`config.mk`:
```
export PLATFORM = sky130hd
export DESIGN_NAME = idecode_stage
export DESIGN_NICKNAME = d
export VERILOG_FILES = /design/src/rtl/idecode_stage.sv
export SDC_FILE = /design/constraint.sdc
export NUM_CORES = 1
export LEC_CHECK = 0
export CORE_MARGIN = 5
export CORE_UTILIZATION = 43
export DETAILED_ROUTE_END_ITERATION = 6
export PLACE_DENSITY = 0.81
export SLEW_MARGIN = 20
export SYNTH_ARGS = -nofsm -noshare
export SYNTH_HDL_FRONTEND = slang
export SYNTH_SLANG_ARGS = --single-unit
```
`constraint.sdc`:
```
create_clock -name clk -period 2.56 [get_ports clk]
set_input_delay 0.512 -clock clk [delete_from_list [all_inputs] [get_ports clk]]
set_output_delay 0.512 -clock clk [all_outputs]
set_load 0.05 [all_outputs]
```
`src/rtl/idecode_stage.sv`:
```
// MIPS instruction-decode stage: decodes one instruction per transfer into the ID/EX register,
// inserting a single bubble on a load-use dependency against the held instruction.
module idecode_stage #(
    parameter int DATA_W    = 32,
    parameter int EN_SHIFT  = 1,
    parameter int HAZARD_EN = 1,
    parameter int CNT_W     = 16
) (
    input  logic              clk,
    input  logic              rst,
    input  logic              flush,
    input  logic              in_valid,
    output logic              in_ready,
    input  logic [31:0]       in_instr,
    input  logic [DATA_W-1:0] in_pc,
    output logic              out_valid,
    input  logic              out_ready,
    output logic [DATA_W-1:0] out_pc,
    output logic [DATA_W-1:0] out_imm,
    output logic [4:0]        out_rs,
    output logic [4:0]        out_rt,
    output logic [3:0]        Af,
    output logic              I,
    output logic              ALU_MUX_SEL,
    output logic [4:0]        Cad,
    output logic              GP_WE,
    output logic [1:0]        GP_MUX_SEL,
    output logic [3:0]        Bf,
    output logic              DM_WE,
    output logic [2:0]        Shift_type,
    output logic [1:0]        PC_MUX_Select,
    output logic              illegal,
    output logic [CNT_W-1:0]  stall_cnt
);

    localparam logic [5:0] OP_RTYPE = 6'b000000;
    localparam logic [5:0] OP_J     = 6'b000010;
    localparam logic [5:0] OP_JAL   = 6'b000011;
    localparam logic [5:0] OP_BEQ   = 6'b000100;
    localparam logic [5:0] OP_BNE   = 6'b000101;
    localparam logic [5:0] OP_ADDI  = 6'b001000;
    localparam logic [5:0] OP_LW    = 6'b100011;
    localparam logic [5:0] OP_SW    = 6'b101011;

    typedef struct packed {
        logic [3:0] af;
        logic       i;
        logic       alu_mux_sel;
        logic [4:0] cad;
        logic       gp_we;
        logic [1:0] gp_mux_sel;
        logic [3:0] bf;
        logic       dm_we;
        logic [2:0] shift_type;
        logic [1:0] pc_mux_select;
        logic       illegal;
    } ctrl_t;

    function automatic ctrl_t decode(input logic [31:0] instr);
        ctrl_t c;
        c = '0;
        case (instr[31:26])
            OP_LW: begin
                c.af = 4'b0010; c.i = 1'b1; c.alu_mux_sel = 1'b1;
                c.cad = instr[20:16]; c.gp_we = 1'b1; c.gp_mux_sel = 2'b01;
            end
            OP_SW: begin
                c.af = 4'b0010; c.i = 1'b1; c.alu_mux_sel = 1'b1; c.dm_we = 1'b1;
            end
            OP_ADDI: begin
                c.af = 4'b0010; c.i = 1'b1; c.alu_mux_sel = 1'b1;
                c.cad = instr[20:16]; c.gp_we = 1'b1;
            end
            OP_RTYPE: begin
                c.cad = instr[15:11]; c.gp_we = 1'b1;
                case (instr[5:0])
                    6'b100000: c.af = 4'b0010;
                    6'b100010: c.af = 4'b0110;
                    6'b100100: c.af = 4'b0000;
                    6'b100101: c.af = 4'b0001;
                    6'b101010: c.af = 4'b0111;
                    6'b000000, 6'b000010, 6'b000011: begin
                        if (EN_SHIFT != 0) begin
                            c.shift_type = (instr[1:0] == 2'b00) ? 3'b001 :
                                           (instr[1:0] == 2'b10) ? 3'b010 : 3'b011;
                            c.gp_mux_sel = 2'b10;
                        end else begin
                            c.illegal = 1'b1;
                        end
                    end
                    6'b001000: begin c.gp_we = 1'b0; c.pc_mux_select = 2'b11; end
                    default:   c.illegal = 1'b1;
                endcase
            end
            OP_J:   c.pc_mux_select = 2'b10;
            OP_JAL: begin
                c.cad = 5'd31; c.gp_we = 1'b1; c.gp_mux_sel = 2'b11; c.pc_mux_select = 2'b10;
            end
            OP_BEQ: begin c.bf = 4'b0001; c.pc_mux_select = 2'b01; end
            OP_BNE: begin c.bf = 4'b0010; c.pc_mux_select = 2'b01; end
            default: c.illegal = 1'b1;
        endcase
        if (c.illegal) begin
            c = '0;
            c.illegal = 1'b1;
        end
        // r0 is hardwired, so a write to it must never reach the register file
        if (c.cad == 5'd0) c.gp_we = 1'b0;
        return c;
    endfunction

    function automatic logic [DATA_W-1:0] sext16(input logic [15:0] v);
        logic signed [15:0] s;
        s = signed'(v);
        return DATA_W'(s);
    endfunction

    function automatic logic [CNT_W-1:0] sat_inc(input logic [CNT_W-1:0] v);
        return (&v) ? v : v + 1'b1;
    endfunction

    // ---- p0: combinational decode of the presented instruction, hazard, handshake
    ctrl_t       ctrl_p0, ctrl_p1;
    logic        uses_rt_p0, hazard_p0;
    logic        vld_p1;
    logic [DATA_W-1:0] pc_p1, imm_p1;
    logic [4:0]  rs_p1, rt_p1;
    logic [CNT_W-1:0] stall_cnt_p1;

    assign ctrl_p0    = decode(in_instr);
    assign uses_rt_p0 = (in_instr[31:26] == OP_RTYPE) || (in_instr[31:26] == OP_SW) ||
                        (in_instr[31:26] == OP_BEQ)   || (in_instr[31:26] == OP_BNE);
    assign hazard_p0  = (HAZARD_EN != 0) && in_valid && vld_p1 &&
                        (ctrl_p1.gp_mux_sel == 2'b01) && (ctrl_p1.cad != 5'd0) &&
                        ((ctrl_p1.cad == in_instr[25:21]) ||
                         (uses_rt_p0 && (ctrl_p1.cad == in_instr[20:16])));
    assign in_ready   = !rst && !flush && !hazard_p0 && (!vld_p1 || out_ready);

    // ---- p1: ID/EX register
    always_ff @(posedge clk) begin
        if (rst) begin
            vld_p1       <= 1'b0;
            ctrl_p1      <= '0;
            pc_p1        <= '0;
            imm_p1       <= '0;
            rs_p1        <= '0;
            rt_p1        <= '0;
            stall_cnt_p1 <= '0;
        end else if (flush) begin
            vld_p1  <= 1'b0;
            ctrl_p1 <= '0;
        end else if (in_valid && in_ready) begin
            vld_p1  <= 1'b1;
            ctrl_p1 <= ctrl_p0;
            pc_p1   <= in_pc;
            imm_p1  <= sext16(in_instr[15:0]);
            rs_p1   <= in_instr[25:21];
            rt_p1   <= in_instr[20:16];
        end else if (hazard_p0 && out_ready) begin
            vld_p1       <= 1'b0;
            ctrl_p1      <= '0;
            stall_cnt_p1 <= sat_inc(stall_cnt_p1);
        end else if (vld_p1 && out_ready) begin
            vld_p1  <= 1'b0;
            ctrl_p1 <= '0;
        end
    end

    assign out_valid     = vld_p1;
    assign out_pc        = pc_p1;
    assign out_imm       = imm_p1;
    assign out_rs        = rs_p1;
    assign out_rt        = rt_p1;
    assign Af            = ctrl_p1.af;
    assign I             = ctrl_p1.i;
    assign ALU_MUX_SEL   = ctrl_p1.alu_mux_sel;
    assign Cad           = ctrl_p1.cad;
    assign GP_WE         = ctrl_p1.gp_we;
    assign GP_MUX_SEL    = ctrl_p1.gp_mux_sel;
    assign Bf            = ctrl_p1.bf;
    assign DM_WE         = ctrl_p1.dm_we;
    assign Shift_type    = ctrl_p1.shift_type;
    assign PC_MUX_Select = ctrl_p1.pc_mux_select;
    assign illegal       = ctrl_p1.illegal;
    assign stall_cnt     = stall_cnt_p1;

endmodule
```
# Word level (Yosys, flattened, before mapping)
# Index checks and enable logic that the tools add are counted.
[totals]
regBits = 100
inputBits = 69
output_inout_bits = 117
elab_cells = 102
[op_classes]
addsub = 1
eq_ne = 19
mux = 25
bitwise_logic = 3
reduce_logical = 37
[ops]
columns = ["cell", "count"]
rows = [
  ["$mux 25", 4],
  ["$eq 6x6->1 const B", 7],
  ["$eq 6x2->1 const B", 4],
  ["$pmux 6 s3", 1],
  ["$add 16x1->16 const B", 1],
  ["$reduce_and 16->1", 1],
  ["$eq 6x3->1 const B", 2],
  ["$eq 6x4->1 const B", 2],
  ["$logic_not 6->1", 2],
  ["$mux 2", 6],
  ["$pmux 2 s3", 2],
  ["$pmux 3 s4", 1],
  ["$logic_and 1x1->1", 11],
  ["$eq 5x5->1", 2],
  ["$reduce_or 9->1", 1],
  ["$mux 1", 8],
  ["$reduce_or 2->1", 4],
  ["$reduce_or 7->1", 1],
  ["$pmux 3 s2", 1],
  ["$reduce_or 3->1", 2],
  ["$logic_not 5->1", 1],
  ["$logic_or 1x1->1", 5],
  ["$reduce_bool 5->1", 1],
  ["$logic_not 1->1", 4],
  ["9 further kinds", 11],
]

# Logic depth before layout (Yosys ltp)
# Gate-level depths: netlist of the first run.
[logic_depth]
ltp_word = 13
mapped_depth = 9
mapped_depth_nobuf = 7

# Worst setup path after synthesis of the first run
# OpenSTA, ideal clock, no wires.
[synth_path]
kind = "flip-flop to output port"
start = "reg ctrl_p1 (netlist bit Cad[0])"
end = "out in_ready"
arrival_time_ps = 2219
required_ps = 2048
setup_slack_ps = -171
stages_incl_launch_ff = 7
n_path_buf = 2
path_cell_list = "dfxtp_1 > or4_1 > o21bai_1 > a21o_1 > buf_6 > buf_2 > and3_1"
[synth_via]
elab_chain_cells = 7
word_cells_on_any_way = 10
cone_classes = "eq/ne: 2; reduce/logical: 8"
[synth_rtl]
columns = ["element", "line", "source"]
rows = [
  ["start, declared", "123", "ctrl_t ctrl_p0, ctrl_p1;"],
  ["start signal, assigned", "154", "ctrl_p1 <= ctrl_p0;"],
  ["$eq 5x5->1", "136", "(uses_rt_p0 && (ctrl_p1.cad == in_instr[20:16])));"],
  ["$logic_and 1x1->1", "136", ""],
  ["$logic_or 1x1->1", "135", "((ctrl_p1.cad == in_instr[25:21]) ||"],
  ["$logic_and 1x1->1 *", "134", "(ctrl_p1.gp_mux_sel == 2'b01) && (ctrl_p1.cad != 5'd0) &&"],
  ["$logic_not 1->1 *", "137", "assign in_ready = !rst && !flush && !hazard_p0 && (!vld_p1 || out_ready);"],
  ["$logic_and 1x1->1 * (2 in series)", "137", ""],
  ["end, declared", "13", "output logic in_ready,"],
]
# Mark *: on every way between the ends. The rest lies on a longest branch, timed or not.

# Final worst setup path of the first run
[layout_path]
start = "in in_instr[20]"
end = "out in_ready"
[layout_via]
elab_chain_cells = 7
[layout_rtl]
columns = ["element", "line", "source"]
rows = [
  ["start, declared", "14", "input logic [31:0] in_instr,"],
  ["$eq 5x5->1", "136", ""],
  ["$logic_and 1x1->1", "136", ""],
  ["$logic_or 1x1->1", "135", ""],
  ["$logic_and 1x1->1", "134", ""],
  ["$logic_not 1->1", "137", ""],
  ["$logic_and 1x1->1 (2 in series)", "137", ""],
]
# Every way passes these cells.

==> metrics.txt, run 1 <==
Most used DFF post-synth sky130_fd_sc_hd__dfxtp_1; violated checks negative setup slack; CTS Hold Buffers Added 0; Routed wire per std cell 16.5 µm; total I/O pin count 186; number of instances in the synthesized netlist approximately 460; wire length of the first global-routing pass 21300 µm; Crit Path Class input pin to output port; Warnings, synthesis 0; power per unit of standard cell area 489 nW/µm²; Clock H-tree levels 3; final net count approximately 740; kind of start point of the critical path input pin; Static Leakage 2.93 nW; Tcrit/Tclk final 102%; latest clock arrival within the worst-skew pair about 0.36 ns; Fmax about 380 MHz; synthesized cell area between 4000 and 5000 µm²; Final Max Slew Viols 0; CTS tree built; Worst Max-Slew Pin Slew around 0.8 ns; DR iter-0 viols approximately 170; gr ovfl total 0; core area a little under 10000 µm²; via count of the first global-routing pass about 4300; vias per cell 5.17; fill count 745; Final Hold Viols 0; WL final 13300 µm; part of the Yosys area used for sequential elements around 43%; Avg Inst Size Synth between 9 and 10 µm²; critical-path cell with the highest stage delay sky130_fd_sc_hd__or3_4; CTS clk-pin slew, worst paths 0.09 ns; growth of design area from synthesis to finish 57.2%; share of async-settable or async-resettable flops after synthesis 0%; worst voltage drop across the vdd grid between 0.4 and 0.5 mV; number of maximum-capacitance violations 0; crit-path cells clkdlybuf4s15_1 -> xnor2_2 -> nand4_1 -> or3_4 -> a21o_4 -> and3_4 -> buf_12; Die Height 111 µm; number of synthesized flops with an enable pin 0; data arrival time at the worst-slack endpoint 2.09 ns; Chip Width between 100 and 150 µm; RSZ-0062 raised after global routing true; Root Buffer Master sky130_fd_sc_hd__clkbuf_8; total die area 12300 µm²; initial core utilization between 40 and 50%; TritonCTS buffer count 9; kind of cell adding the most delay to the critical path simple AND/OR/NAND/NOR gates; global-route usage over all layers 21.0%; required time of the critical path about 2 ns; result of the run finished, violations left; Clock Skew a little over 0.008 ns; maximum clock insertion buffer count 2; synthesis-stage register bit count 95; overall power consumption around 3.4 mW; clock period minus final worst setup slack ~2.6 ns; total of buffers placed on input and output ports 181; Crit path buffers/inverters 2; drt first pass iters 4; clock sink count 95; maximum number of pins on one net before global-route repair about 80; utilization of the core after routing 69.9%; Worst path max stage delay 0.43 ns; remaining antenna violation count 0; layout cell share with drive strength beyond 1 between 10% and 20%; number of antenna violations at the first check in global routing 1; Cell Rows 36; DP Wirelength 10200 µm; count of vias placed by the detailed router ~4200; number of setup violations in the final report 1; post-synthesis cell type count 58; Max transition margin a little under half; min-delay worst type input pin to flop; Remaining DRCs 0; largest fanout on the critical path 2; kind of capture point of the worst setup path output port; routability congestion estimate about 0.86; worst setup slack after layout -0.0427 ns
==> layer usage <==
layer	wire [µm]	track usage (%)
met2	6640	36.6
met1	5280	23.7
met4	299	7.31
met3	1060	7.37
met5	0	0
==> power by group <==
group | total [mW] | leakage [nW] | switching (mW) | internal (mW)
registers | 1.52 | 0.773 | 0.0182 | 1.50
clock network | 1.27 | 0.126 | 0.528 | 0.746
logic | 0.574 | 2.03 | 0.321 | 0.253
total | 3.37 | 2.93 | 0.867 | 2.50
==> tightest hold or removal path, cell delays in order <==
cell                      delay [ns]
sky130_fd_sc_hd__buf_2          0.09
sky130_fd_sc_hd__or2_2          0.12
sky130_fd_sc_hd__a21oi_1        0.04
==> registers in the layout (all words and copies together) (netlist names), 2 cells and up <==
register	flops
Cad	5
Af	3
GP_MUX_SEL	2
Shift_type	2
out_rt	5
Bf	2
out_imm	16
stall_cnt	16
PC_MUX_Select	2
out_rs	5
out_pc	32
==> cell families after synthesis <==
group,count (synthesis),synth area share (%)
xor gates and xnor gates,12,2.40
adders and majority gates,1,0.285
buffers and inverters,54,7.56
muxes,64,14.8
other,1,0.0855
AOI/OAI and AO/OA,65,11.5
DFF,95,43.4
and+or+nand+nor,169,20.1
==> layout by cell type (no fill, tap or decap), types with 5 or more instances in the layout <==
| cell | n |
|---|---|
| sky130_fd_sc_hd__a21oi_1 | 15 |
| sky130_fd_sc_hd__a221o_1 | 5 |
| sky130_fd_sc_hd__a22o_1 | 12 |
| sky130_fd_sc_hd__a32o_1 | 5 |
| sky130_fd_sc_hd__buf_4 | 56 |
| sky130_fd_sc_hd__clkbuf_8 | 9 |
| sky130_fd_sc_hd__clkdlybuf4s50_1 | 163 |
| sky130_fd_sc_hd__dfxtp_1 | 90 |
| sky130_fd_sc_hd__dlygate4sd2_1 | 13 |
| sky130_fd_sc_hd__inv_1 | 7 |
| sky130_fd_sc_hd__mux2_2 | 5 |
| sky130_fd_sc_hd__mux2i_1 | 58 |
| sky130_fd_sc_hd__nand2_1 | 13 |
| sky130_fd_sc_hd__nand3_1 | 8 |
| sky130_fd_sc_hd__nand4_1 | 8 |
| sky130_fd_sc_hd__nor2_1 | 74 |
| sky130_fd_sc_hd__nor2b_1 | 8 |
| sky130_fd_sc_hd__nor3_1 | 9 |
| sky130_fd_sc_hd__nor4_1 | 5 |
| sky130_fd_sc_hd__o31ai_1 | 9 |
| sky130_fd_sc_hd__or3_1 | 5 |
| sky130_fd_sc_hd__or4_1 | 9 |
| sky130_fd_sc_hd__xnor2_1 | 6 |
| sky130_fd_sc_hd__xnor2_2 | 5 |
==> per-stage QoR <==
step / hold WS [ns] / worst slack, ns / instance area, µm² / cells / TNS [ns]
after floorplan: 0.656 / 0.0560 / 4410 / 464 / 0
after global placement: 0.441 / -0.410 / 6530 / 785 / -21.52
after detailed placement: 0.467 / -0.466 / 6530 / 785 / -25.42
after CTS: 0.423 / -0.0110 / 6880 / 805 / -0.0110
after global routing: 0.426 / -0.0836 / 6890 / 806 / -0.0836
final: 0.440 / -0.0427 / 6890 / 806 / -0.0427
==> area by class of cell <==
type	instances	area, µm²	share of cell area (%)
repair buffers	239	2260	32.8
multi-input cells	315	2260	32.7
flip-flops and latches	95	1920	27.8
well taps	133	166	2.41
clock inverters	6	133	1.92
clock buffers	10	128	1.85
inverters	7	26.3	0.381
diodes	1	2.50	0.0363
==> cells in the mapped netlist (2+ instances only) <==
| library cell | instances | area, µm² |
|---|---|---|
| sky130_fd_sc_hd__dfxtp_1 | 95 | 1900 |
| sky130_fd_sc_hd__nor2_1 | 74 | 278 |
| sky130_fd_sc_hd__mux2i_1 | 59 | 591 |
| sky130_fd_sc_hd__buf_4 | 30 | 225 |
| sky130_fd_sc_hd__a21oi_1 | 15 | 75.1 |
| sky130_fd_sc_hd__clkbuf_1 | 14 | 52.6 |
| sky130_fd_sc_hd__nand2_1 | 13 | 48.8 |
| sky130_fd_sc_hd__a22o_1 | 12 | 105 |
| sky130_fd_sc_hd__xnor2_1 | 11 | 96.3 |
| sky130_fd_sc_hd__or4_1 | 10 | 75.1 |
| sky130_fd_sc_hd__nand3_1 | 9 | 45.0 |
| sky130_fd_sc_hd__nor2b_1 | 9 | 56.3 |
| sky130_fd_sc_hd__nor3_1 | 9 | 45.0 |
| sky130_fd_sc_hd__o31ai_1 | 9 | 67.6 |
| sky130_fd_sc_hd__nand4_1 | 8 | 50.1 |
| sky130_fd_sc_hd__inv_1 | 7 | 26.3 |
| sky130_fd_sc_hd__or3_1 | 6 | 37.5 |
| sky130_fd_sc_hd__a221o_1 | 5 | 50.1 |
| sky130_fd_sc_hd__a32o_1 | 5 | 50.1 |
| sky130_fd_sc_hd__mux2_2 | 5 | 56.3 |
| sky130_fd_sc_hd__nand2b_1 | 5 | 31.3 |
| sky130_fd_sc_hd__nor4_1 | 5 | 31.3 |
| sky130_fd_sc_hd__and3_1 | 4 | 25.0 |
| sky130_fd_sc_hd__nand4b_1 | 3 | 26.3 |
| sky130_fd_sc_hd__o21ai_0 | 3 | 15.0 |
| sky130_fd_sc_hd__buf_6 | 2 | 22.5 |
| sky130_fd_sc_hd__nand3b_1 | 2 | 15.0 |
| sky130_fd_sc_hd__or3_4 | 2 | 22.5 |
==> final timing paths <==
path | from | to | slack (ns) | depth (start not counted)
worst max-delay path | in_instr[20] | in_ready | -0.04 | 7
worst min-delay path | rst | out_valid$_SDFFE_PP0P_ | 0.44 | 3
worst max register to register | Cad[4]$_SDFFE_PP0P_ | stall_cnt[2]$_SDFFE_PP0P_ | 0.13 | 8
worst min register to register | DM_WE$_SDFFE_PP0P_ | DM_WE$_SDFFE_PP0P_ | 0.47 | 2
==> what timing repair did <==
item                                   CTS  global route
resized for setup                       36             2
pin swaps                                6             2
setup buffers                            4             0
setup endpoints to repair               23             1
endpoints found under the hold margin    0             0
Note: power is estimated with default switching activity, not from simulation.
==> run 2: changes to the inputs <==
--- a/config.mk
+++ b/config.mk
@@ -5,6 +5,7 @@
 export SDC_FILE = /design/constraint.sdc
 export NUM_CORES = 1
 export LEC_CHECK = 0
+export ABC_AREA = 0
 export CORE_MARGIN = 5
 export CORE_UTILIZATION = 43
 export DETAILED_ROUTE_END_ITERATION = 6
==> results of run 2 <==
Same layout as run 1: the final DEF is identical, and so are final timing and power.
